--- src/rtl/serial_rx_pkg.sv ---
// Shared types and constants for the serial receive stage.
package serial_rx_pkg;

   typedef enum logic {
      IDLE = 1'b0,
      RECV = 1'b1
   } state_e;

   localparam int unsigned CH_NUM_DEF   = 8;
   localparam int unsigned MAX_BITS_DEF = 128;
   localparam int unsigned CNT_W        = 16;
   localparam int unsigned ERR_W        = 3;

   // rx_err bit positions: {ovf, chg, multi}
   localparam int unsigned ERR_OVF   = 2;
   localparam int unsigned ERR_CHG   = 1;
   localparam int unsigned ERR_MULTI = 0;

endpackage

--- src/rtl/serial_rx_shift.sv ---
// Deserializer core: MSB-first shift register, saturating bit counter,
// overflow flag. Optional macro SERIAL_RX_GRAY_DECODE_EN decodes Gray bits
// as they are stored.
module serial_rx_shift
   import serial_rx_pkg::*;
#(
   parameter int unsigned MAX_BITS = MAX_BITS_DEF
) (
   input  logic                clk_i,
   input  logic                rst_i,
   input  logic                start_i,
   input  logic                shift_i,
   input  logic                bit_i,
   output logic [MAX_BITS-1:0] shreg_o,
   output logic [CNT_W-1:0]    count_o,
   output logic                ovf_o
);

   logic [MAX_BITS-1:0] shreg_q;
   logic [CNT_W-1:0]    cnt_q;
   logic                ovf_q;
   logic                store_bit_c;

   // Bit actually written into the register for a non-first bit
`ifdef SERIAL_RX_GRAY_DECODE_EN
   assign store_bit_c = bit_i ^ shreg_q[0];
`else
   assign store_bit_c = bit_i;
`endif

   // First bit loads fresh; later bits shift in until the counter saturates
   always_ff @(posedge clk_i or posedge rst_i) begin
      if (rst_i) begin
         shreg_q <= '0;
         cnt_q   <= '0;
         ovf_q   <= 1'b0;
      end else if (start_i) begin
         shreg_q <= MAX_BITS'(bit_i);
         cnt_q   <= CNT_W'(1);
         ovf_q   <= 1'b0;
      end else if (shift_i) begin
         if (cnt_q < CNT_W'(MAX_BITS)) begin
            shreg_q <= {shreg_q[MAX_BITS-2:0], store_bit_c};
            cnt_q   <= cnt_q + CNT_W'(1);
         end else begin
            ovf_q <= 1'b1;
         end
      end
   end

   assign shreg_o = shreg_q;
   assign count_o = cnt_q;
   assign ovf_o   = ovf_q;

endmodule

--- src/rtl/serial_rx_stage.sv ---
// Multi-channel serial frame receiver with one-entry output buffer.
// Optional macro SERIAL_RX_GRAY_DECODE_EN enables Gray decode in the shifter.
module serial_rx_stage
   import serial_rx_pkg::*;
#(
   parameter int unsigned CH_NUM   = CH_NUM_DEF,
   parameter int unsigned MAX_BITS = MAX_BITS_DEF
) (
   input  logic                clk_out16x,
   input  logic                rst,
   input  logic [CH_NUM-1:0]   din_ch,
   input  logic [CH_NUM-1:0]   dvld_ch,
   output logic [MAX_BITS-1:0] rx_data,
   output logic [CNT_W-1:0]    rx_count,
   output logic [CH_NUM-1:0]   rx_ch,
   output logic [ERR_W-1:0]    rx_err,
   output logic                rx_valid,
   input  logic                rx_ready,
   output logic                rx_overrun
);

   state_e              state_q;
   logic [CH_NUM-1:0]   ch_q;
   logic                chg_q;
   logic                multi_q;

   logic [MAX_BITS-1:0] data_q;
   logic [CNT_W-1:0]    count_q;
   logic [CH_NUM-1:0]   rxch_q;
   logic [ERR_W-1:0]    err_q;
   logic                valid_q;
   logic                overrun_q;

   logic                any_vld_c;
   logic                start_c;
   logic                shift_c;
   logic                done_c;
   logic [CH_NUM-1:0]   sel_c;
   logic                bit_c;
   logic [MAX_BITS-1:0] shreg_c;
   logic [CNT_W-1:0]    cnt_c;
   logic                ovf_c;
   logic [MAX_BITS-1:0] aligned_c;
   logic [ERR_W-1:0]    frame_err_c;

   assign any_vld_c = |dvld_ch;
   assign start_c   = (state_q == IDLE) && any_vld_c;
   assign shift_c   = (state_q == RECV) && any_vld_c;
   assign done_c    = (state_q == RECV) && !any_vld_c;

   // The first bit is sampled on the channels being latched that same edge
   assign sel_c = (state_q == IDLE) ? dvld_ch : ch_q;
   assign bit_c = |(din_ch & sel_c);

   serial_rx_shift #(
      .MAX_BITS (MAX_BITS)
   ) u_shift (
      .clk_i   (clk_out16x),
      .rst_i   (rst),
      .start_i (start_c),
      .shift_i (shift_c),
      .bit_i   (bit_c),
      .shreg_o (shreg_c),
      .count_o (cnt_c),
      .ovf_o   (ovf_c)
   );

   // Left-align the stored bits so the first bit lands at the MSB
   assign aligned_c = shreg_c << (CNT_W'(MAX_BITS) - cnt_c);

   // Assemble the per-frame error vector
   always_comb begin
      frame_err_c            = '0;
      frame_err_c[ERR_OVF]   = ovf_c;
      frame_err_c[ERR_CHG]   = chg_q;
      frame_err_c[ERR_MULTI] = multi_q;
   end

   // Frame FSM: latch channel set at start, track multi/chg flags
   always_ff @(posedge clk_out16x or posedge rst) begin
      if (rst) begin
         state_q <= IDLE;
         ch_q    <= '0;
         chg_q   <= 1'b0;
         multi_q <= 1'b0;
      end else begin
         case (state_q)
            IDLE: begin
               if (any_vld_c) begin
                  state_q <= RECV;
                  ch_q    <= dvld_ch;
                  chg_q   <= 1'b0;
                  multi_q <= (dvld_ch & (dvld_ch - CH_NUM'(1))) != '0;
               end
            end
            RECV: begin
               if (any_vld_c) begin
                  if (dvld_ch != ch_q) begin
                     chg_q <= 1'b1;
                  end
               end else begin
                  state_q <= IDLE;
               end
            end
            default: state_q <= IDLE;
         endcase
      end
   end

   // One-entry output buffer; a completion into a full, stalled buffer is dropped
   always_ff @(posedge clk_out16x or posedge rst) begin
      if (rst) begin
         data_q    <= '0;
         count_q   <= '0;
         rxch_q    <= '0;
         err_q     <= '0;
         valid_q   <= 1'b0;
         overrun_q <= 1'b0;
      end else begin
         overrun_q <= 1'b0;
         if (done_c && (!valid_q || rx_ready)) begin
            data_q  <= aligned_c;
            count_q <= cnt_c;
            rxch_q  <= ch_q;
            err_q   <= frame_err_c;
            valid_q <= 1'b1;
         end else if (done_c) begin
            overrun_q <= 1'b1;
         end else if (valid_q && rx_ready) begin
            valid_q <= 1'b0;
         end
      end
   end

   assign rx_data    = data_q;
   assign rx_count   = count_q;
   assign rx_ch      = rxch_q;
   assign rx_err     = err_q;
   assign rx_valid   = valid_q;
   assign rx_overrun = overrun_q;

endmodule

--- config.mk ---
export PLATFORM = sky130hd
export DESIGN_NAME = serial_rx_stage
export DESIGN_NICKNAME = d
export VERILOG_FILES = /design/src/rtl/serial_rx_pkg.sv /design/src/rtl/serial_rx_shift.sv /design/src/rtl/serial_rx_stage.sv
export SDC_FILE = /design/constraint.sdc
export NUM_CORES = 1
export LEC_CHECK = 0
export ABC_CLOCK_PERIOD_IN_PS = 11580
export BUFFER_PORTS_ARGS = -buffer_cell sky130_fd_sc_hd__buf_2
export CAP_MARGIN = 20
export CELL_PAD_IN_SITES_DETAIL_PLACEMENT = 0
export CELL_PAD_IN_SITES_GLOBAL_PLACEMENT = 1
export CORE_UTILIZATION = 40
export CTS_CLUSTER_DIAMETER = 120
export DETAILED_ROUTE_END_ITERATION = 16
export GPL_ROUTABILITY_DRIVEN = 0
export PLACE_DENSITY_LB_ADDON = 0.1
export SYNTH_ARGS = -nofsm -noshare
export SYNTH_HDL_FRONTEND = slang
export SYNTH_SLANG_ARGS = --single-unit
--- constraint.sdc ---
create_clock -name clk_out16x -period 11.58 [get_ports clk_out16x]
set_input_delay 2.316 -clock clk_out16x [delete_from_list [all_inputs] [get_ports clk_out16x]]
set_output_delay 2.316 -clock clk_out16x [all_outputs]
set_load 0.005 [all_outputs]
### Word level (Yosys, flattened, before mapping)

Cells that the tools add are included.

| word-level totals | value |
|---|---|
| bits in registers | 313 |

| cells by class | value |
|---|---|
| add/sub/neg operators | 3 |
| $lt $le $gt $ge | 1 |
| equal/unequal tests | 6 |
| shift operators | 1 |
| mux-type cells | 20 |
| bitwise operators | 3 |
| reductions and logical operators | 19 |

Operators by type and width:

| cell | number |
|---|---|
| 2-to-1 mux 128 bit | 3 |
| left shift 128 x 16 -> 128 bit | 1 |
| 2-to-1 mux 16 bit | 3 |
| adder 16 x 1 -> 16 bit (second input constant) | 1 |
| bitwise AND 8 bit | 2 |
| less-than comparator 16 x 8 -> 1 bit (second input constant) | 1 |
| OR reduction 8 bit | 2 |
| subtractor 8 x 16 -> 16 bit (first input constant) | 1 |
| 2-to-1 mux 1 bit | 12 |
| 2-to-1 mux 8 bit | 1 |
| != test 8 bit | 1 |
| AND reduction 2 bit | 4 |
| nonzero test 8 bit | 1 |
| subtractor 8 x 1 -> 8 bit (second input constant) | 1 |
| != test 2 x 1 -> 1 bit (second input constant) | 3 |
| nonzero test 2 bit | 3 |
| logical AND 1 bit | 5 |
| != test 2 bit (second input constant) | 2 |
| AND reduction 3 bit | 1 |
| logical NOT 1 bit | 2 |
| one-hot mux 1 bit (2 select lines) | 1 |
| logical OR 1 bit | 1 |
| inverter 1 bit | 1 |

### Logic depth before layout (Yosys ltp)

| logic depth | value |
|---|---|
| depth after elaboration | 6 |
| mapped depth | 19 |
| gate-level depth less buffers | 9 |

### By module

A second synthesis with hierarchy kept.

| unflattened totals | value |
|---|---|
| cells, all modules | 2,507 |
| area, all modules | 22,510.3 sq um |

By module, submodules not included:

| module | times used | cells an instance | area each (sq um) | seq. area each (sq um) |
|---|---|---|---|---|
| serial_rx_stage | 1 | 1,885 | 16,772.3 | 4,204.0 |
| serial_rx_shift | 1 | 622 | 5,738.0 | 3,628.5 |

### Worst setup path after synthesis

OpenSTA, ideal clock, no wires.

| timing | value |
|---|---|
| kind | reg-to-reg |
| start point | register u_shift.cnt_q[0], in the netlist u_shift.count_o[0] |
| end point | register data_q[79], in the netlist rx_data[79] |
| arrival | 4,490 ps |
| data required time | 11,437 ps |
| setup slack | 6,948 ps |
| cell stages (with the launch flop) | 18 |
| period minus slack after synthesis | 4,632 ps |
| cells stage by stage | dfrtp_1 > buf_4 > inv_2 > buf_2 > buf_2 > buf_2 > buf_2 > ha_1 > buf_2 > clkinv_1 > buf_2 > buf_2 > buf_2 > buf_2 > buf_1 > a21oi_1 > a222oi_1 > o211ai_1 |

| on the way | value |
|---|---|
| longest elaborated chain between the ends | 2 |

Ends and longest elaborated chain:

| what | RTL line | RTL |
|---|---|---|
| start, declared | serial_rx_shift.sv:20 | `logic [CNT_W-1:0] cnt_q;` |
| start signal, assigned | serial_rx_shift.sv:44 | `cnt_q <= cnt_q + CNT_W'(1);` |
| subtractor 8 x 16 -> 16 bit | serial_rx_stage.sv:69 | `assign aligned_c = shreg_c << (CNT_W'(MAX_BITS) - cnt_c);` |
| left shift 128 x 16 -> 128 bit | serial_rx_stage.sv:69 |  |
| end signal, assigned | serial_rx_stage.sv:122 | `data_q <= aligned_c;` |
| end, declared | serial_rx_stage.sv:27 | `logic [MAX_BITS-1:0] data_q;` |

No other way between the ends.
A chain may end at the register's enable or synchronous reset.

### Worst setup path in the final report

| timing | value |
|---|---|
| start point | input port dvld_ch[2] |
| end point | register data_q[102], in the netlist rx_data[102] |

| on the way | value |
|---|---|
| longest elaborated chain between the ends | 4 |

Ends and longest elaborated chain:

| what | RTL line | RTL |
|---|---|---|
| start, declared | serial_rx_stage.sv:12 | `input logic [CH_NUM-1:0] dvld_ch,` |
| OR reduction 8 bit | serial_rx_stage.sv:46 | `assign any_vld_c = \|dvld_ch;` |
| logical NOT 1 bit | serial_rx_stage.sv:49 | `assign done_c = (state_q == RECV) && !any_vld_c;` |
| logical AND 1 bit | serial_rx_stage.sv:49 |  |
| logical AND 1 bit | serial_rx_stage.sv:121 | `if (done_c && (!valid_q \|\| rx_ready)) begin` |

No other way between the ends.

==> reports/results.ini <==
[run_status]
status = completed

[worst_setup_path]
crit_path_start_kind = input port
critPathCapture = rx_data[102]
critPathKind = in2reg
arrival_ns = 6.14
cp_top_family = simple AND/OR/NAND/NOR gates
cp_max_fo = 155
startpoint = dvld_ch[2]
cpMaxStageDelayCell = nand4_1
crit_required_ns = 12.06
critPathBufInv = 2
r2r-start = u_shift.count_o[0]
rrSetupSlack_ns = 6.45
end_kind = flop
worst-path-stages = 8
reg2reg_depth = 11
cp_cell_sequence = buf_2 > nor4_1 > nand4_1 > buf_12 > or3_1 > nor3_2 > a222oi_1 > o211ai_1
timing.rr.end = rx_data[85]
slowest_delay_ns = 0.72

[placement]
portBuffers = 175
place_hpwl_um = 64900

[die]
pin_count = 176
die_x_um = 238
coreArea_um2 = 55100
die_h_um = 238
start_util_pct = 40.5
std_cell_rows = 86
die-area_um2 = 56800

[cts]
tritoncts = yes
clk_latency_ns = 0.58
cts.clk_slew.worst_paths_ns = 0.06
postCtsSetupRepairBufs = 0
cts-buffers-inserted = 39
cts_root_buffer = clkbuf_16
cts_hold_buf = 0
cts_buffer_depth = 3
ctsResizeCount = 0
clock-sinks = 313
cts_max_level = 2

[sta]
max_freq_mhz = 176
slew_violations = 0
finalHoldViolCount = 0
tightest_slew_ns = 1.19
slew_headroom_pct = 20.1
setup_viol = 0
post-route-min-period_ns = 5.67
finalSetupTns_ns = 0
fin_crit_sh_pct = 48.9
skew_ns = 0.0214
grt_setup_unrepaired = false

[synth]
synthAdderAreaFrac_pct = 0.112
ys.flop_type = dfrtp_1
ys_top_cells_by_count = nand2_1, dfrtp_1, mux2i_1
syn_area_per_cell_um2 = 9.36
ys_types = 87
synth-seq-area-share_pct = 35.1
synth_fp_nets = 2408
synth_area_leader_cell = dfrtp_1
ys_ff_latch = 313
yosysWarnings = 0
synth_top_family_by_area = multiplexers
synth_mux_area_share_pct = 25.5
yosysMostFrequentCell = nand2_1
synthTopCellsByArea = dfrtp_1, mux4_2, mux2i_1
synth-simple-area-share_pct = 17.0
async_flop_share_pct = 100
synthXorXnorAreaFrac_pct = 0.712
mappedNetlistArea_um2 = 22300
syn_inst = 2387
synth_compound_gate_area_share_pct = 17.0
synth-edff-count = 0
synth_top_area_share_pct = 35.1

[flow_run]
drv_cap = 0

[routing]
wire_per_inst_um = 27.9
vias_per_cell = 6.43
detail-route-antenna-nets = 0
via_count = 20600
routed_wl_um = 89600
drtIter0Drc = 2483
drc = 0
first_pass_iters = 8

[finish]
nFillCells = 5381
nNetsFinal = 2453
syn_to_final_growth_pct = 11.8
drive_gt1_share_pct = 20.9

[hold_path]
hp-class = reg2reg
hold_start = rx_ch[7]

[global_route]
grt_use_total_pct = 31.3
antenna_found_initial = 1
grt_pass1_vias = 19700
grt_overflow = 0
grt_max_degree = 156
grt_pass1_wl_um = 134000

-- registers in the layout, indices dropped and copies added (netlist names) --
register / count
rx_data: 128
u_shift.shreg_o: 128
rx_count: 16
u_shift.count_o: 16
ch_q: 8
rx_ch: 8
rx_err: 3
chg_q: 1
multi_q: 1
rx_overrun: 1
rx_valid: 1
state_q: 1
u_shift.ovf_o: 1
-- metrics by stage --
step                      cell area [um2]  util (%)  cells  hold WS [ns]  setup slack, ns
after floorplan                     22300         -   2387         0.433            0.606
after global placement              23700      43.0   3136         0.457             5.53
after detailed placement            23700      43.0   3138         0.462             5.61
after CTS                           25000      45.3   3207         0.478             6.19
after global routing                25000      45.3   3208         0.489             5.82
final                               25000      45.3   3209         0.469             5.91
-- tightest hold or removal path, cell delays in order (launching register included) --
cell and delay, ns:
dfrtp_1 0.34, nand2_1 0.05, nand2_1 0.05
-- final cells by class --
type	count	area (um2)	area share (%)
multi-input cells	1833	13600	54.4
clock buffers	55	1130	4.51
diodes	1	2.50	0.0100
inverters	22	92.6	0.371
clock inverters	14	123	0.491
well taps	748	936	3.75
repair buffers	223	1270	5.10
flip-flops and latches	313	7840	31.4
-- per-layer routing --
metal | share of wire (%) | vias up | GRT usage, %
met1 | 42 | 10400 | 43.5
met3 | 8.9 | 191 | 6.68
met5 | 0 | - | 0
li1 | - | 9029 | -
met4 | 5.0 | 0 | 14.5
met2 | 44 | 1020 | 46.5
-- placed cells by master, fill, tap and decap left out, types with 20 or more instances in the layout --
cell type / n
nand2_1: 524
dfrtp_1: 312
mux2i_1: 213
buf_2: 175
a21oi_1: 141
mux4_2: 128
nand3_1: 94
o21ai_0: 88
nor2_1: 76
mux2_2: 60
a22oi_1: 55
buf_4: 43
clkbuf_16: 40
o211ai_1: 34
nor3_1: 32
a22o_1: 31
nor4_1: 21
a211oi_1: 21
a2bb2oi_1: 20
-- worst min-delay path by stage --
stage,endpoint,slack [ns],cells past startpoint
2_1_floorplan,rx_err[0],0.43,2
3_3_place_gp,rx_count[10],0.46,2
3_5_place_dp,rx_count[5],0.46,2
4_1_cts,rx_ch[7],0.48,2
5_1_grt,rx_data[38],0.49,2
6_report,rx_ch[7],0.47,2
-- logic make-up after synthesis --
family / after synthesis
AO/OA/AOI/OAI: 555
XOR/XNOR: 16
adder cells (fa/ha/maj): 2
buffers and inverters: 241
flip-flops: 313
multiplexers: 401
AND/OR/NAND/NOR: 859
Power is left out: the tool's default activity adds up to more than one toggle a clock period on the data nets, which glitch-free logic cannot reach.
